===== src/rtl/hex_display_scanner_if.sv =====
// Bus between the hex scan driver and its user: value/decimal-point load port plus the
// per-digit scan outputs that feed the 7-segment decoder and the anode drivers.
interface hex_display_scanner_if #(
  parameter int NUMDIGITS = 4
);
  logic [4*NUMDIGITS-1:0] valuein;
  logic [NUMDIGITS-1:0]   decpointsin;
  logic                   load;
  logic                   blankzeros;
  logic [3:0]             binaryout;
  logic                   decout;
  logic [NUMDIGITS-1:0]   anode;
  logic                   blank;
  logic                   framedone;

  modport master (
    output valuein, decpointsin, load, blankzeros,
    input  binaryout, decout, anode, blank, framedone
  );

  modport slave (
    input  valuein, decpointsin, load, blankzeros,
    output binaryout, decout, anode, blank, framedone
  );
endinterface


===== src/rtl/hex_display_scanner.sv =====
// Time-multiplexed scan driver for a common-anode hex display with a double-buffered value
// register; new values only take effect at a frame boundary.
module hex_display_scanner #(
  parameter int NUMDIGITS  = 4,
  parameter int REFRESHDIV = 50000,
  parameter int CNTW       = 16
) (
  input  logic                  clk,
  input  logic                  resetn,
  hex_display_scanner_if.slave  bus
);
  localparam int DW = (NUMDIGITS > 1) ? $clog2(NUMDIGITS) : 1;
  localparam logic [CNTW-1:0] CNT_LAST = CNTW'(REFRESHDIV - 1);
  localparam logic [DW-1:0]   DIG_LAST = DW'(NUMDIGITS - 1);

  logic [CNTW-1:0]        cnt;
  logic [DW-1:0]          digit;
  logic [4*NUMDIGITS-1:0] pending_value;
  logic [NUMDIGITS-1:0]   pending_dp;
  logic                   pendingvalid;
  logic [4*NUMDIGITS-1:0] active_value;
  logic [NUMDIGITS-1:0]   active_dp;
  logic                   slot_end;
  logic                   boundary;
  logic                   zero_run;
  logic [NUMDIGITS-1:0]   blanked;

  assign slot_end = (cnt == CNT_LAST);
  assign boundary = slot_end && (digit == DIG_LAST);

  always_ff @(posedge clk or negedge resetn) begin
    if (!resetn) begin
      cnt           <= '0;
      digit         <= '0;
      pending_value <= '0;
      pending_dp    <= '0;
      pendingvalid  <= 1'b0;
      active_value  <= '0;
      active_dp     <= '0;
    end else begin
      cnt <= slot_end ? '0 : cnt + 1'b1;
      if (slot_end)
        digit <= (digit == DIG_LAST) ? '0 : digit + 1'b1;
      if (boundary && pendingvalid) begin
        active_value <= pending_value;
        active_dp    <= pending_dp;
      end
      // A load coinciding with the boundary commits the older pending value and stays
      // queued itself for the following frame.
      if (bus.load) begin
        pending_value <= bus.valuein;
        pending_dp    <= bus.decpointsin;
        pendingvalid  <= 1'b1;
      end else if (boundary) begin
        pendingvalid  <= 1'b0;
      end
    end
  end

  // Scan from the most significant digit down, tracking whether every nibble so far is zero.
  always_comb begin
    blanked  = '0;
    zero_run = 1'b1;
    for (int unsigned j = 0; j < NUMDIGITS; j++) begin
      zero_run = zero_run && (active_value[4*(NUMDIGITS-1-j) +: 4] == 4'h0);
      if (j != NUMDIGITS - 1)
        blanked[NUMDIGITS-1-j] = bus.blankzeros && zero_run && !active_dp[NUMDIGITS-1-j];
    end
  end

  always_comb begin
    bus.binaryout = active_value[{digit, 2'b00} +: 4];
    bus.decout    = active_dp[digit];
    bus.anode     = '1;
    bus.blank     = 1'b1;
    bus.framedone = boundary;
    if (cnt != '0 && !blanked[digit]) begin
      bus.anode[digit] = 1'b0;
      bus.blank        = 1'b0;
    end
  end
endmodule


===== src/flat_wrapper.sv =====
// flat-port wrapper written by rule: the top's interface ports become plain ports
module hex_display_scanner_flat 
#(
  parameter int NUMDIGITS  = 4,
  parameter int REFRESHDIV = 50000,
  parameter int CNTW       = 16
)
  (clk, resetn, bus_valuein, bus_decpointsin, bus_load, bus_blankzeros, bus_binaryout, bus_decout, bus_anode, bus_blank, bus_framedone);
  hex_display_scanner_if #(.NUMDIGITS(NUMDIGITS)) bus_i ();
  input  logic clk;
  input  logic resetn;
  input wire logic [$bits(bus_i.valuein)-1:0] bus_valuein;
  input wire logic [$bits(bus_i.decpointsin)-1:0] bus_decpointsin;
  input wire logic [$bits(bus_i.load)-1:0] bus_load;
  input wire logic [$bits(bus_i.blankzeros)-1:0] bus_blankzeros;
  output wire logic [$bits(bus_i.binaryout)-1:0] bus_binaryout;
  output wire logic [$bits(bus_i.decout)-1:0] bus_decout;
  output wire logic [$bits(bus_i.anode)-1:0] bus_anode;
  output wire logic [$bits(bus_i.blank)-1:0] bus_blank;
  output wire logic [$bits(bus_i.framedone)-1:0] bus_framedone;
  assign bus_i.valuein = bus_valuein;
  assign bus_i.decpointsin = bus_decpointsin;
  assign bus_i.load = bus_load;
  assign bus_i.blankzeros = bus_blankzeros;
  assign bus_binaryout = bus_i.binaryout;
  assign bus_decout = bus_i.decout;
  assign bus_anode = bus_i.anode;
  assign bus_blank = bus_i.blank;
  assign bus_framedone = bus_i.framedone;
  hex_display_scanner #(.NUMDIGITS(NUMDIGITS), .REFRESHDIV(REFRESHDIV), .CNTW(CNTW)) u_core (.clk(clk), .resetn(resetn), .bus(bus_i));
endmodule

===== config.mk =====
export PLATFORM = sky130hd
export DESIGN_NAME = hex_display_scanner_flat
export DESIGN_NICKNAME = d
export VERILOG_FILES = /design/src/rtl/hex_display_scanner_if.sv /design/src/rtl/hex_display_scanner.sv /design/src/flat_wrapper.sv
export SDC_FILE = /design/constraint.sdc
export NUM_CORES = 1
export LEC_CHECK = 0
export ABC_AREA = 0
export CAP_MARGIN = 30
export CORE_MARGIN = 8
export CORE_UTILIZATION = 49
export DETAILED_ROUTE_END_ITERATION = 8
export PLACE_DENSITY = 0.72
export SETUP_SLACK_MARGIN = 0.15
export SLEW_MARGIN = 20
export SYNTH_ARGS = -nofsm -noshare
export SYNTH_HDL_FRONTEND = slang
export SYNTH_SLANG_ARGS = --single-unit

===== constraint.sdc =====
create_clock -name clk -period 2.9 [get_ports clk]
set_clock_uncertainty 0.05 [all_clocks]
set_input_delay 0.435 -clock clk [delete_from_list [all_inputs] [get_ports clk]]
set_output_delay 0.435 -clock clk [all_outputs]
set_load 0.01 [all_outputs]

# Yosys cells after proc, flatten, opt, wreduce, memory -nomap -nowiden
# Index checks and enable logic that the tools add are counted.
[totals]
regBits = 59
inputBits = 24
out_inout_bits = 11
elab_cells = 48
[classes]
addsub = 2
magnitude_cmp = 2
n_eq_ne = 2
shifts = 1
mux = 12
n_bitwise = 1
reduce_logical = 21
[ops]
columns = ["operator", "count"]
rows = [
  ["$add A16 B1 Y16 const B", 1],
  ["$eq A16 B16 Y1 const B", 1],
  ["$mux W16", 1],
  ["$reduce_bool A16 Y1", 1],
  ["$shiftx A16 B5 Y4", 1],
  ["$logic_and A1 B1 Y1", 12],
  ["$logic_not A4 Y1", 3],
  ["$mux W1", 6],
  ["$bmux W1 S2", 2],
  ["$logic_not A1 Y1", 4],
  ["$mux W4", 1],
  ["$not A4 Y4", 1],
  ["$lt A2 B3 Y1 const B", 1],
  ["$add A2 B1 Y2 const B", 1],
  ["$demux W1 S2", 1],
  ["$eq A2 B2 Y1 const B", 1],
  ["$ge A2 B1 Y1 const B", 1],
  ["$mux W2", 1],
  ["$reduce_bool A2 Y1", 1],
]

# Depth between registers and ports, before layout
# Gate-level depths: netlist of run 1.
[logic_depth]
depth_word = 10
depth_mapped = 6
depth_no_buf = 6

# Worst setup path after synthesis of run 1
# No wires, ideal clock.
[synth_path]
path_kind = "reg2reg"
start = "reg u_core.cnt[10]"
end = "reg u_core.active_dp[0]"
setup_time_ns = 0.127
arrival_ns = 2.003
t_required_ns = 2.723
path_slack_ns = 0.719
stages_incl_launch_ff = 6
path_buffers = 1
synth_period_minus_slack_ns = 2.181
cell_sequence = "dfrtp_1 -> or4_4 -> nor4_4 -> and3_2 -> buf_6 -> mux2_1"
[synth_between]
elab_chain_cells = 3
[synth_lines]
columns = ["item", "line_no", "text"]
rows = [
  ["from (decl)", "hex_display_scanner.sv:16", "logic [CNTW-1:0] cnt;"],
  ["from (signal assigned)", "hex_display_scanner.sv:41", "cnt <= slot_end ? '0 : cnt + 1'b1;"],
  ["$eq A16 B16 Y1", "hex_display_scanner.sv:28", "assign slot_end = (cnt == CNT_LAST);"],
  ["$logic_and A1 B1 Y1", "hex_display_scanner.sv:29", "assign boundary = slot_end && (digit == DIG_LAST);"],
  ["$logic_and A1 B1 Y1", "hex_display_scanner.sv:44", "if (boundary && pendingvalid) begin"],
  ["to (signal assigned)", "hex_display_scanner.sv:46", "active_dp <= pending_dp;"],
  ["to (decl)", "hex_display_scanner.sv:22", "logic [NUMDIGITS-1:0] active_dp;"],
]
# No other way between the ends.
# A chain may end at the register's enable or synchronous reset.

# Worst setup path in the final report of run 1
[layout_path]
start = "reg u_core.cnt[11]"
end = "out bus_framedone"
[layout_between]
elab_chain_cells = 2
[layout_lines]
columns = ["item", "line_no", "text"]
rows = [
  ["$eq A16 B16 Y1", "hex_display_scanner.sv:28", ""],
  ["$logic_and A1 B1 Y1", "hex_display_scanner.sv:29", ""],
  ["to (decl)", "flat_wrapper.sv:20", "output wire logic [$bits(bus_i.framedone)-1:0] bus_framedone;"],
]
# No other way between the ends.

==> results.md, run 1 <==
- Clk buf depth: 2
- Pre-antenna DRT Iters: 4
- Post-detail-place hpwl: 3438 um
- PortBufs: 34
- Met3 Wirelength: 225 um
- Final TNS setup: 0 ns
- DRC: 0
- Top delay family on crit path: simple AND/OR/NAND/NOR gates
- Met1 Routed Length: 2580 um
- Crit path DAT: between 2 and 2.5 ns
- Mapped Nets: 226
- Worst-path cell chain: or4_4 -> nor4_4 -> nand2_1 -> inv_1 -> dlygate4sd2_1
- Critical path's slowest cell: or4_4
- Setup Slack @ Placement: 0.08058 ns
- Pleak: between 1.5 and 2 nW
- Commonest non-fill, non-tap cell in the layout: dfrtp_1
- Htree depth: 3
- Period utilization: between 80% and 90%
- CP required: 2.41 ns
- Syn Area/Cell: 13.53 um^2
- Crit. path cell count: 5
- Final Hold Vio Count: 0
- Die area: 0.008024 mm^2
- Transition time at the pin with the least slew margin: 0.7293 ns
- CP endpoint: bus_framedone
- Cell Area, Synth: 0.002653 mm^2
- Setup crit start: u_core.cnt[11]$_DFF_PN0_
- Most frequent cells in the layout: dfrtp_1 (59), clkdlybuf4s50_1 (27), mux2_1 (20), mux2_2 (20), nand2_1 (12)
- Pin count of the biggest net entering global routing: 60
- Final Cell Area: between 0.003 and 0.004 mm^2
- First-pass GRT wire length: 8804 um
- Vias in the first global route: 1757
- Largest stage delay, worst path: ~0.57 ns
- CTS tree: yes
- Antenna violations before repair: 0
- Final WS setup: 0.3354 ns
- Max Freq: 389.9 MHz
- Post-synthesis cell type count: 33
- #FFs+latches synth: 59
- RSZ-0062 raised after global routing: no
- Diodes inserted: 0
- CP Class: register to primary output
- Status: completed
- Internal reg-to-reg setup slack: 0.46 ns
- Vias/cell: 5.434
- Synth top area cells: dfrtp_1 (56%), mux2_1 (8.5%), mux2_2 (8.5%)
- Die width: 89.58 um
- Worst R2R End: u_core.active_value[14]$_DFFE_PN0P_
- CP Launch Type: register
- Synth top area share: about 56%
- # hold bufs at CTS: 0
- Area delta synth->final: 25.71%
- Worst-Skew Late Latency: 0.34 ns
- Area after DPL: 0.003084 mm^2
- Final setup violation count: 0
- CTS root buf: clkbuf_8
- Via count: 1728
- Final design utilization: 64.47%
- Gpl congestion: 0.7821
- Hold WS: 0.1854 ns
- Remaining antenna violation count: 0
- Register area share after synthesis: 55.66%
- Synth Warn #: 0
- GRT Util Overall: 14.86%
- Slew Viols, Final: 0
- Nets: 273
- Max rail drop VDD: 378.6 uV
- Worst-path maximum fanout: 4
- Reg2Reg Launch Point: u_core.cnt[11]$_DFF_PN0_
- Worst hold path type: input pin to asynchronous set/reset pin
- Maxcap violations: 0
- Worst-path clk slew: approximately 0.07 ns
- Top cell type by total area after synthesis: dfrtp_1
- PD cells: ~520 mW/mm^2
- Layout cells sized above 1: 25.40%
- Slew margin rel.: approximately half
- Routed wl met2: 2213 um
- Die Y: 89.58 um
- DRT iter0 DRCs: 111
- Uppermost layer routed: met4
- CP bufs+invs: 2
- Drt total wl: 5106 um
- R2R depth: 6
- Worst setup EP type: primary output
- Clock sink total: between 50 and 60
- Core Region: 0.005172 mm^2
- Remaining Overflow, GRT: 0
- Starting Density: 51.28%
- Num CTS Buffers: 9
- Mapped Cells: 196
- WL per Instance: between 15 and 20 um
- # IOs: 35
- Tmin final: 2.565 ns
- Row Count: 26
-- metal layers --
| layer | GRT usage, % | vias to the layer above |
|---|---|---|
| met5 | 0 | - |
| met4 | 7.251 | 0 |
| met3 | 5.732 | 6 |
| met2 | 20.25 | 34 |
| met1 | 20.03 | 883 |
| li1 | - | 805 |
-- sequential cells by signal, summed over array words and instances, names as in the netlist --
signal	flops
u_core.cnt	16
u_core.digit	2
u_core.pending_value	16
u_core.pendingvalid	1
u_core.active_value	16
u_core.pending_dp	4
u_core.active_dp	4
-- cells in the mapped netlist --
cell      instances
a21o_1            1
a21oi_1           2
a41oi_1           1
and2_1            1
and3_1            5
and3_2            1
and4_1            2
buf_6             2
clkbuf_1          5
dfrtp_1          59
ha_1              6
inv_1             6
mux2_1           20
mux2_2           20
mux2i_1           2
mux4_2            5
nand2_1          12
nand2b_1          1
nand3_1           7
nand4_1           3
nor2_1            6
nor2b_1           2
nor4_1            2
nor4_4            1
o21ai_0           3
o31ai_1           1
o32ai_1           1
or3_1             2
or4_1             4
or4_4             1
or4b_2            1
xnor2_1           7
xor2_1            4
-- worst reg2reg max path: stages, from the launching register on --
cell	delay, ns
dfrtp_1	0.41
or4_4	0.57
nor4_4	0.31
buf_4	0.24
and3_2	0.22
buf_12	0.17
mux2_1	0.34
-- worst min path at each step --
stage                                           end  slack [ns]  cells after the start                             from
2_1_floorplan       u_core.active_dp[0]$_DFFE_PN0P_        0.09                      0                           resetn
3_3_place_gp        u_core.pendingvalid$_DFFE_PN0P_        0.40                      1  u_core.pendingvalid$_DFFE_PN0P_
3_5_place_dp        u_core.pendingvalid$_DFFE_PN0P_        0.41                      1  u_core.pendingvalid$_DFFE_PN0P_
4_1_cts        u_core.pending_value[10]$_DFFE_PN0P_        0.20                      2                           resetn
5_1_grt        u_core.pending_value[11]$_DFFE_PN0P_        0.23                      2                           resetn
6_report       u_core.pending_value[11]$_DFFE_PN0P_        0.19                      2                           resetn
-- kinds of logic after synthesis --
family                     share of synthesized area (%)
xor gates and xnor gates                           3.632
adders and majority gates                          2.830
buffers and inverters                              2.406
DFF                                                55.66
AOI/OAI and AO/OA                                  2.170
muxes                                              21.98
and+or+nand+nor                                    11.32
-- per-stage QoR --
step | instances | total power, mW
after floorplan | 196 | 0.9086
after global placement | 298 | 0.9631
after detailed placement | 298 | 0.9655
after CTS | 318 | 1.750
after global routing | 318 | 1.795
final | 318 | 1.723
-- power by group --
group	leakage (nW)	switching (mW)	internal [mW]
logic	0.678	0.0312	0.0525
clock network	0.0978	0.330	0.444
registers	0.759	0.0139	0.851
-- timing repair --
| item | in CTS | in global routing |
|---|---|---|
| pin swaps | 2 | 4 |
| setup buffers | 4 | 0 |
| resized for setup | 9 | 12 |
| endpoints found under the setup margin | 6 | 5 |
-- layout make-up --
class                      instances  area, um^2
fill                             381        1838
sequential                        59        1476
multi-input combinational        124        1146
timing repair buffer              43       389.1
clock buffer                      11       151.4
tap                               70       87.58
clock inverter                     5       61.31
inverter                           6       22.52
(Power assumes the default switching activity.)
==> inputs of run 2 (changes only) <==
CORE_UTILIZATION = 50   (was 49)
PLACE_DENSITY = 0.73   (was 0.72)
==> results.md, run 2 (same netlist as run 1, synthesis figures left out) <==
- Clk buf depth: 2 (unchanged)
- Clock power frac: 42.5% (-2.5 points)
- Pin count of the biggest net entering global routing: 60 (unchanged)
- Slew margin rel.: 51.48% (+0.10 points)
- Switch share: 21.42% (-0.37 points)
- CTS root buf: clkbuf_8
- Final setup violation count: 0 (unchanged)
- # IOs: 35 (unchanged)
- Row Count: 26 (unchanged)
- Worst-path maximum fanout: 5 (+1)
- Critical path's slowest cell: or4b_4
- Commonest non-fill, non-tap cell in the layout: dfrtp_1
- Vias in the first global route: 1745 (-0.68%)
- Transition time at the pin with the least slew margin: 0.7277 ns (-0.001531 ns)
- Drt total wl: 5112 um (+0.12%)
- Max Freq: 373.2 MHz (-4.3%)
- Largest stage delay, worst path: 0.48 ns (-0.09 ns)
- Max rail drop VDD: 275.1 uV (-27%)
- # hold bufs at CTS: 0 (unchanged)
- Htree depth: 3 (unchanged)
- Hold WS: 0.1807 ns (-0.004623 ns)
- Die area: 0.007892 mm^2 (-1.6%)
- CP Class: register to primary output
- Fin cells: 317 (-0.31%)
- Final WS setup: 0.2203 ns (-0.1151 ns)
- RSZ-0062 raised after global routing: yes
- Setup Slack @ Placement: 0.08580 ns (+0.005222 ns)
- Remaining antenna violation count: 0 (unchanged)
- Nets: 272 (-0.37%)
- Remaining Overflow, GRT: 0 (unchanged)
- Clock sink total: 59 (unchanged)
- Pwr Total: 1.651 mW (-4.2%)
- CP Launch Type: register
- Pleak: 1.529 nW (-0.41%)
- R2R depth: 6 (unchanged)
- Slew Viols, Final: 0 (unchanged)
- WL per Instance: 16.13 um (+0.43%)
- Tmin final: 2.680 ns (+0.1151 ns)
- PortBufs: 34 (unchanged)
- Maxcap violations: 0 (unchanged)
- CTS tree: yes
- Worst setup EP type: primary output
- Post-Place Cells: 299 (+0.34%)
- Final TNS setup: 0 ns (unchanged)
- Status: completed
- Part of the power in registers: 52.4% (+2.2 points)
- DRC: 0 (unchanged)
- DRT iter0 DRCs: 54 (-51%)
- Diodes inserted: 0 (unchanged)
- Worst hold path type: input pin to asynchronous set/reset pin
- Fill cell count: 413 (+8.4%)
- Switching power: 0.3537 mW (-5.8%)
- Worst-path cell chain: inv_1 -> ha_1 -> or4b_4 -> nor4_4 -> a41oi_2 -> nand2_1 -> clkdlybuf4s15_1
- Gpl congestion: 0.8108 (+3.7%)
- PD cells: 499.0 mW/mm^2 (-3.4%)
- Combinational Power Share: 5.1% (+0.2 points)
- Internal power: 1.298 mW (-3.7%)
- Final Hold Vio Count: 0 (unchanged)
- Vias/cell: 5.372 (-1.1%)
- First-pass GRT wire length: 8687 um (-1.3%)
- Die Y: 88.84 um (-0.83%)
- Worst-path clk slew: 0.07 ns (about the same)
- Pre-antenna DRT Iters: 4 (unchanged)
- Final design utilization: 64.80% (+0.33 points)
- Most frequent cells in the layout: dfrtp_1 (59), clkdlybuf4s50_1 (27), mux2_1 (20), mux2_2 (20), nand2_1 (12)
- Layout cells sized above 1: 23.48% (-1.9 points)
- Starting Density: 51.94% (+0.65 points)
- Post-detail-place hpwl: 3546 um (+3.1%)
- Final Cell Area: 0.003309 mm^2 (-0.75%)
- Worst-Skew Late Latency: 0.32 ns (-0.02 ns)
- Die width: 88.84 um (-0.83%)
- Core Region: 0.005107 mm^2 (-1.3%)
- Crit path DAT: 2.19 ns (+0.11 ns)
- CP required: 2.41 ns (about the same)
- Area delta synth->final: 24.76%
- Via count: 1703 (-1.4%)
- Regs by FF count: u_core.active_value x16, u_core.cnt x16, u_core.pending_value x16
- Antenna violations before repair: 0 (unchanged)
- GRT Util Overall: 14.59% (-0.27 points)
- Area after DPL: 0.003092 mm^2 (+0.24%)
- Num CTS Buffers: 9 (unchanged)
- Period utilization: 92.40% (+4.0 points)
==> run 2: repair_timing <==
| action | CTS | global route |
|---|---|---|
| setup buffers | 1 | 1 |
| gates resized for setup | 11 | 8 |
| pin swaps | 3 | 2 |
| endpoints found under the setup margin | 6 | 5 |
==> run 2: power by group through the flow <==
stage          logic (mW)  registers (mW)  clock network [mW]
6_report           0.0839           0.866               0.702
5_1_grt            0.0926           0.868               0.757
4_1_cts            0.0861           0.866               0.719
3_5_place_dp       0.0857           0.881                   0
3_3_place_gp       0.0833           0.880                   0
2_1_floorplan      0.0335           0.875                   0
==> run 2: path summary, 6_finish.rpt <==
| kind | startpoint | to | slack, ns |
|---|---|---|---|
| worst max-delay path | u_core.cnt[1]$_DFF_PN0_ | bus_anode[0] | 0.22 |
| worst min-delay path | resetn | u_core.pending_value[11]$_DFFE_PN0P_ | 0.18 |
| min in group clk | u_core.pendingvalid$_DFFE_PN0P_ | u_core.pendingvalid$_DFFE_PN0P_ | 0.43 |
| worst max register to register | u_core.cnt[13]$_DFF_PN0_ | u_core.active_value[15]$_DFFE_PN0P_ | 0.46 |
| max in group asynchronous | resetn | u_core.cnt[12]$_DFF_PN0_ | 2.11 |
| worst min register to register | u_core.pendingvalid$_DFFE_PN0P_ | u_core.pendingvalid$_DFFE_PN0P_ | 0.43 |
==> run 2: worst max-delay path: cells and delay by family, from the launching register on <==
kind,cells,cell delay (ns)
fa+ha+maj,1,0.12
buf+inv,2,0.30
simple gates,3,0.95
flops,1,0.39
compound gates,1,0.12
==> run 2: cell type report <==
class | instances | area (um^2) | share of cell area (%)
flip-flops and latches | 59 | 1476 | 44.61
multi-input cells | 124 | 1146 | 34.63
repair buffers | 42 | 391.6 | 11.83
clock buffers | 11 | 131.4 | 3.970
well taps | 70 | 87.58 | 2.647
clock inverters | 5 | 53.80 | 1.626
inverters | 6 | 22.52 | 0.6805
==> run 2: per-layer routing <==
| metal | global-route usage, % | vias to the layer above | part of all wire (%) | routed length, um |
|---|---|---|---|---|
| met1 | 19.78 | 861 | 49 | 2519 |
| met5 | 0 | - | 0 | 0 |
| met4 | 7.373 | 0 | 1.6 | 80 |
| li1 | - | 803 | - | - |
| met3 | 3.714 | 8 | 3.4 | 172 |
| met2 | 20.96 | 31 | 46 | 2340 |
